===== src/rtl/result_frame_tx_pkg.sv =====
// rtl/result_frame_tx_pkg.sv - shared frame-engine state encoding and default buffer depth
package result_frame_tx_pkg;

   localparam int FRAME_DEPTH = 100;

   typedef enum logic [2:0] {
      IDLE,
      COLLECT,
      LOAD,
      SEND,
      RELEASE,
      DONE
   } frame_state_t;

endpackage


===== src/rtl/result_frame_tx_if.sv =====
// rtl/result_frame_tx_if.sv - payload-in, UART-out and status signals of the frame transmitter
interface result_frame_tx_if;

   logic       Frame_Start;
   logic [7:0] Frame_Len;
   logic [7:0] In_Data;
   logic       In_Valid;
   logic       In_Ready;
   logic [7:0] Tx_Data;
   logic       Tx_Send;
   logic       Tx_Busy;
   logic       Frame_Done;
   logic       Len_Error;
   logic       Active;

   modport slave (
      input  Frame_Start, Frame_Len, In_Data, In_Valid, Tx_Busy,
      output In_Ready, Tx_Data, Tx_Send, Frame_Done, Len_Error, Active
   );

   modport master (
      output Frame_Start, Frame_Len, In_Data, In_Valid, Tx_Busy,
      input  In_Ready, Tx_Data, Tx_Send, Frame_Done, Len_Error, Active
   );

endinterface


===== src/rtl/result_frame_buf.sv =====
// rtl/result_frame_buf.sv - DEPTH x 8 payload store, one write port, one registered read port
module result_frame_buf
   import result_frame_tx_pkg::*;
#(
   parameter int DEPTH  = FRAME_DEPTH,
   parameter int ADDR_W = 7
) (
   input  logic              clk,
   input  logic              wr_en,
   input  logic [ADDR_W-1:0] wr_addr,
   input  logic [7:0]        wr_data,
   input  logic [ADDR_W-1:0] rd_addr,
   output logic [7:0]        rd_data
);

   logic [7:0] mem [DEPTH];

   // Contents are deliberately not reset; every byte is written before it is read.
   always_ff @(posedge clk) begin
      if (wr_en) begin
         mem[wr_addr] <= wr_data;
      end
      rd_data <= mem[rd_addr];
   end

endmodule


===== src/rtl/result_frame_tx.sv =====
// rtl/result_frame_tx.sv - buffers one encrypted frame and streams it to the UART sender
module result_frame_tx
   import result_frame_tx_pkg::*;
#(
   parameter int DEPTH    = FRAME_DEPTH,
   parameter int ADDR_W   = 7,
   parameter bit SEND_LEN = 1'b1
) (
   input  logic             Clk_100M,
   input  logic             Reset_n,
   result_frame_tx_if.slave bus
);

   localparam int         CNT_W     = ADDR_W + 1;
   localparam logic [8:0] DEPTH_LIM = 9'(DEPTH);

   frame_state_t     state, state_nxt;
   logic [7:0]       len_q, len_nxt;
   logic [CNT_W-1:0] len_c;
   logic [CNT_W-1:0] wr_cnt, wr_cnt_nxt;
   logic [CNT_W-1:0] rd_cnt, rd_cnt_nxt;
   logic             len_sent, len_sent_nxt;
   logic             tx_send_q, tx_send_nxt;
   logic [7:0]       tx_data_q, tx_data_nxt;
   logic             len_error_q, len_error_nxt;
   logic             wr_en;
   logic             in_ready;
   logic             frame_done;
   logic [7:0]       rd_data;

   assign len_c = CNT_W'(len_q);

   // The read port is addressed with the pointer value of the coming cycle so
   // that the registered read data is already valid when LOAD samples it.
   result_frame_buf #(
      .DEPTH  (DEPTH),
      .ADDR_W (ADDR_W)
   ) u_buf (
      .clk     (Clk_100M),
      .wr_en   (wr_en),
      .wr_addr (wr_cnt[ADDR_W-1:0]),
      .wr_data (bus.In_Data),
      .rd_addr (rd_cnt_nxt[ADDR_W-1:0]),
      .rd_data (rd_data)
   );

   // Next-state, counter and output decode for the collect/send sequencer.
   always_comb begin
      state_nxt     = state;
      len_nxt       = len_q;
      wr_cnt_nxt    = wr_cnt;
      rd_cnt_nxt    = rd_cnt;
      len_sent_nxt  = len_sent;
      tx_send_nxt   = tx_send_q;
      tx_data_nxt   = tx_data_q;
      len_error_nxt = len_error_q;
      wr_en         = 1'b0;
      in_ready      = 1'b0;
      frame_done    = 1'b0;

      case (state)
         IDLE: begin
            if (bus.Frame_Start) begin
               if ({1'b0, bus.Frame_Len} > DEPTH_LIM) begin
                  len_error_nxt = 1'b1;
               end else begin
                  len_nxt       = bus.Frame_Len;
                  wr_cnt_nxt    = '0;
                  rd_cnt_nxt    = '0;
                  len_sent_nxt  = 1'b0;
                  len_error_nxt = 1'b0;
                  state_nxt     = COLLECT;
               end
            end
         end

         COLLECT: begin
            if (wr_cnt < len_c) begin
               in_ready = 1'b1;
               if (bus.In_Valid) begin
                  wr_en      = 1'b1;
                  wr_cnt_nxt = wr_cnt + 1'b1;
               end
            end else begin
               state_nxt = LOAD;
            end
         end

         LOAD: begin
            if (!SEND_LEN && (len_c == '0)) begin
               state_nxt = DONE;
            end else begin
               tx_data_nxt = (SEND_LEN && !len_sent) ? len_q : rd_data;
               // A sender still busy from earlier traffic holds us here so
               // that a send request never rises on top of Busy.
               if (!bus.Tx_Busy) begin
                  tx_send_nxt = 1'b1;
                  state_nxt   = SEND;
               end
            end
         end

         SEND: begin
            if (bus.Tx_Busy) begin
               tx_send_nxt = 1'b0;
               state_nxt   = RELEASE;
            end
         end

         RELEASE: begin
            if (!bus.Tx_Busy) begin
               if (SEND_LEN && !len_sent) begin
                  len_sent_nxt = 1'b1;
                  state_nxt    = (len_c != '0) ? LOAD : DONE;
               end else begin
                  rd_cnt_nxt = rd_cnt + 1'b1;
                  state_nxt  = (rd_cnt_nxt < len_c) ? LOAD : DONE;
               end
            end
         end

         DONE: begin
            frame_done = 1'b1;
            state_nxt  = IDLE;
         end

         default: begin
            state_nxt = IDLE;
         end
      endcase
   end

   // State, counters and the registered UART-side outputs.
   always_ff @(posedge Clk_100M or negedge Reset_n) begin
      if (!Reset_n) begin
         state       <= IDLE;
         len_q       <= '0;
         wr_cnt      <= '0;
         rd_cnt      <= '0;
         len_sent    <= 1'b0;
         tx_send_q   <= 1'b0;
         tx_data_q   <= '0;
         len_error_q <= 1'b0;
      end else begin
         state       <= state_nxt;
         len_q       <= len_nxt;
         wr_cnt      <= wr_cnt_nxt;
         rd_cnt      <= rd_cnt_nxt;
         len_sent    <= len_sent_nxt;
         tx_send_q   <= tx_send_nxt;
         tx_data_q   <= tx_data_nxt;
         len_error_q <= len_error_nxt;
      end
   end

   assign bus.In_Ready   = in_ready;
   assign bus.Tx_Data    = tx_data_q;
   assign bus.Tx_Send    = tx_send_q;
   assign bus.Frame_Done = frame_done;
   assign bus.Len_Error  = len_error_q;
   assign bus.Active     = (state != IDLE);

endmodule


===== src/flat_wrapper.sv =====
// flat-port wrapper written by rule: the top's interface ports become plain ports
module result_frame_tx_flat import result_frame_tx_pkg::*;
#(
   parameter int DEPTH    = FRAME_DEPTH,
   parameter int ADDR_W   = 7,
   parameter bit SEND_LEN = 1'b1
)
  (Clk_100M, Reset_n, bus_Frame_Start, bus_Frame_Len, bus_In_Data, bus_In_Valid, bus_Tx_Busy, bus_In_Ready, bus_Tx_Data, bus_Tx_Send, bus_Frame_Done, bus_Len_Error, bus_Active);
  result_frame_tx_if bus_i ();
  input  logic Clk_100M;
  input  logic Reset_n;
  input wire logic [$bits(bus_i.Frame_Start)-1:0] bus_Frame_Start;
  input wire logic [$bits(bus_i.Frame_Len)-1:0] bus_Frame_Len;
  input wire logic [$bits(bus_i.In_Data)-1:0] bus_In_Data;
  input wire logic [$bits(bus_i.In_Valid)-1:0] bus_In_Valid;
  input wire logic [$bits(bus_i.Tx_Busy)-1:0] bus_Tx_Busy;
  output wire logic [$bits(bus_i.In_Ready)-1:0] bus_In_Ready;
  output wire logic [$bits(bus_i.Tx_Data)-1:0] bus_Tx_Data;
  output wire logic [$bits(bus_i.Tx_Send)-1:0] bus_Tx_Send;
  output wire logic [$bits(bus_i.Frame_Done)-1:0] bus_Frame_Done;
  output wire logic [$bits(bus_i.Len_Error)-1:0] bus_Len_Error;
  output wire logic [$bits(bus_i.Active)-1:0] bus_Active;
  assign bus_i.Frame_Start = bus_Frame_Start;
  assign bus_i.Frame_Len = bus_Frame_Len;
  assign bus_i.In_Data = bus_In_Data;
  assign bus_i.In_Valid = bus_In_Valid;
  assign bus_i.Tx_Busy = bus_Tx_Busy;
  assign bus_In_Ready = bus_i.In_Ready;
  assign bus_Tx_Data = bus_i.Tx_Data;
  assign bus_Tx_Send = bus_i.Tx_Send;
  assign bus_Frame_Done = bus_i.Frame_Done;
  assign bus_Len_Error = bus_i.Len_Error;
  assign bus_Active = bus_i.Active;
  result_frame_tx #(.DEPTH(DEPTH), .ADDR_W(ADDR_W), .SEND_LEN(SEND_LEN)) u_core (.Clk_100M(Clk_100M), .Reset_n(Reset_n), .bus(bus_i));
endmodule

===== config.mk =====
export PLATFORM = sky130hd
export DESIGN_NAME = result_frame_tx_flat
export DESIGN_NICKNAME = d
export VERILOG_FILES = /design/src/rtl/result_frame_tx_pkg.sv /design/src/rtl/result_frame_tx_if.sv /design/src/rtl/result_frame_buf.sv /design/src/rtl/result_frame_tx.sv /design/src/flat_wrapper.sv
export SDC_FILE = /design/constraint.sdc
export NUM_CORES = 1
export LEC_CHECK = 0
export BUFFER_PORTS_ARGS = -buffer_cell sky130_fd_sc_hd__buf_2
export CAP_MARGIN = 20
export CORE_ASPECT_RATIO = 2
export CORE_UTILIZATION = 40
export DETAILED_ROUTE_END_ITERATION = 12
export PLACE_DENSITY = 0.6
export SETUP_SLACK_MARGIN = 0.3
export SLEW_MARGIN = 0
export SYNTH_ARGS = -nofsm -noshare
export SYNTH_HDL_FRONTEND = slang
export SYNTH_SLANG_ARGS = --single-unit

===== constraint.sdc =====
create_clock -name Clk_100M -period 8.01 [get_ports Clk_100M]
set_clock_uncertainty 0.05 [all_clocks]
set_input_delay 0.801 -clock Clk_100M [delete_from_list [all_inputs] [get_ports Clk_100M]]
set_output_delay 0.801 -clock Clk_100M [all_outputs]
set_load 0.1 [all_outputs]

==> metrics.cfg <==
[power]
power.density_nw_per_um2 = 300
ir_worst_vdd_mv = 0.273
leakage_uw = 0.0125

[timing]
slew-limit-headroom = 0.161
slew_viol_final = 0
grt_setup_unrepaired = no
finalSetupViolCount = 0
timing.setup.tns_ns = 0
worst_pin_slew_ns = 1.25
fmax_mhz = 203
fin_crit_sh = 0.616
finalHoldViolations = 0
period_needed_ns = 4.93

[die]
die_w_um = 208
dieArea_um2 = 86400
die_y_um = 415
core_um2 = 84500
initial_utilization = 0.404
num_rows = 151
io-pin-count = 34

[run]
maxCapViolCount = 0

[route]
wl_met1_mm = 34.6
routed_wl_mm = 103
vias = 21637
wl_per_cell_um = 29.5
met2WireLength_mm = 53.2
postRouteAntennaNets = 0
drcViolationCount = 0
vias_per_cell = 6.21
dr.pass1.iters = 6
drt_iter0_markers = 2340
maxUsedRoutingLayer = met5
dr_wl_met3_mm = 6.80

[critical_path]
startpoint_type = register
worstPathArrival_ns = 5.37
crit_type = reg -> reg
worst-r2r-cell-count = 10
path_max_fanout = 43
worstPathRequired_ns = 8.45
end_kind = register

[synth]
synth.distinct_cells = 76
yosysMostFrequentCell = edfxtp_1
syn_nets = 2405
synth_area_um2 = 34100
synthTopCellsByArea = edfxtp_1 (70%), nand2_1 (3.5%), o221ai_1 (3.3%)
async_reset_ff_frac = 0.0449
yosys_register_bits = 846
synth_top_area_share = 0.705
ys_seq_area_frac = 0.737
avgSynthCellArea_um2 = 14.4
yosysTopAreaCell = edfxtp_1
synth-edff-count = 800
yosys-top-cells-count = edfxtp_1 (800), nand2_1 (316), nor2_1 (144)
synth_flop_cell = edfxtp_1
synthCells = 2368
yosysWarnings = 0

[clock_network]
cts_made_buffers = 71
htreeDepth = 3
worstSkewPairLatency_ns = 0.64
cts-root-buf = clkbuf_16
post_cts_resized = 0
cts_sinks = 846
cts_setup_buffers = 0
clockBufferDepth = 3
tritoncts = done
cts_hold_buf = 0
path_clk_slew_ns = 0.07

[final_layout]
drive_gt1_frac = 0.0895
utilization = 0.446
final_nets = 2395
synthToLayoutAreaGrowth_pct = 10.6
nFillCells = 7386

[place]
place_congestion = 0.931
hpwl_mm = 65.1
portBuffers = 33

[min_path]
hold_class = in -> async

[status]
status = finished, final reports clean

[global_route]
grt-ovfl-total = 0
grt_pass1_wl_mm = 149
grt_start_max_net_pins = 125
antenna_found_initial = 3
track_usage = 0.237
grt_pass1_vias = 21396

## through the flow
step           instances  power (uW)  area (um^2)  hold slack, ns  setup slack, ns
2_1_floorplan       2368        6880        34100           0.435             4.48
3_3_place_gp        3346        7690        35200           0.436             2.57
3_5_place_dp        3351        7720        35300           0.444             2.78
4_1_cts             3480       11300        37700           0.246             3.06
5_1_grt             3486       11600        37700           0.305             2.92
6_report            3487       11300        37700           0.236             3.08
## sequential cells by signal (all words and copies together), names as in the netlist, 3 cells and up
signal	count
u_core.bus.Tx_Data	8
u_core.u_buf.mem	800
u_core.state	3
u_core.rd_cnt	8
u_core.u_buf.rd_data	8
u_core.wr_cnt	8
u_core.len_c	8
## cells in the final DEF, fill, tap and decap left out, drive strengths merged, types with 18 or more instances in the layout
cell type	n
inv	27
a211oi	21
dfrtp	38
a31oi	41
and3	21
clkinv	23
o21a	18
buf	82
mux2i	89
clkbuf	90
o221ai	128
nor4	21
o22ai	61
nor3	21
nor2	146
o21ai	60
nand2	317
edfxtp	800
nand3	115
a21oi	91
## worst paths after layout
| kind | start | endpoint | slack (ns) |
|---|---|---|---|
| max in group asynchronous | Reset_n | u_core.rd_cnt[5] | 7.11 |
| max reg2reg | u_core.state[1] | u_core.u_buf.rd_data[1] | 3.08 |
| max | u_core.state[1] | u_core.u_buf.rd_data[1] | 3.08 |
| min reg2reg | u_core.bus.Len_Error | u_core.bus.Len_Error | 0.45 |
| min | Reset_n | u_core.bus.Tx_Data[6] | 0.24 |
| min in group Clk_100M | bus_Frame_Len[1] | u_core.len_c[1] | 0.34 |
## where the power goes
part | leakage, uW | switching (uW) | internal [uW]
clock | 0.00115 | 1600 | 2040
sequential | 0.00774 | 114 | 4930
combinational | 0.00359 | 1890 | 727
total | 0.0125 | 3600 | 7700
## final cells by class
cell class	count	area, um^2	area share
flip-flops and latches	846	25100	0.667
multi-input cells	1331	8080	0.214
clock buffers	89	1930	0.0512
well taps	1071	1340	0.0356
repair buffers	83	634	0.0168
clock inverters	40	464	0.0123
inverters	25	100	0.00266
diodes	2	5.00	0.000133
## layer usage
layer,GRT usage,vias up
li1,-,9245
met1,0.255,10961
met2,0.417,1087
met3,0.0387,342
met4,0.172,2
met5,0,-
## kinds of logic after synthesis
| family | count (synthesis) | share of synthesized area |
|---|---|---|
| and+or+nand+nor | 672 | 0.0863 |
| DFF | 846 | 0.737 |
| adders and majority gates | 16 | 0.00587 |
| AOI/OAI and AO/OA | 537 | 0.113 |
| muxes | 92 | 0.0275 |
| xor gates and xnor gates | 14 | 0.00360 |
| buffers and inverters | 191 | 0.0262 |
## worst max-delay path, cell delays in order (launching register included)
cell and delay [ns]:
dfrtp_1 0.58, or4b_4 0.71, o21ai_0 0.37, a22o_2 0.56
buf_4 0.32, buf_4 0.57, nand3_1 0.17, a211oi_1 0.75
a211oi_1 0.10, a32oi_1 0.40, a22oi_1 0.11
No activity file was read; power rests on OpenSTA's default activity.
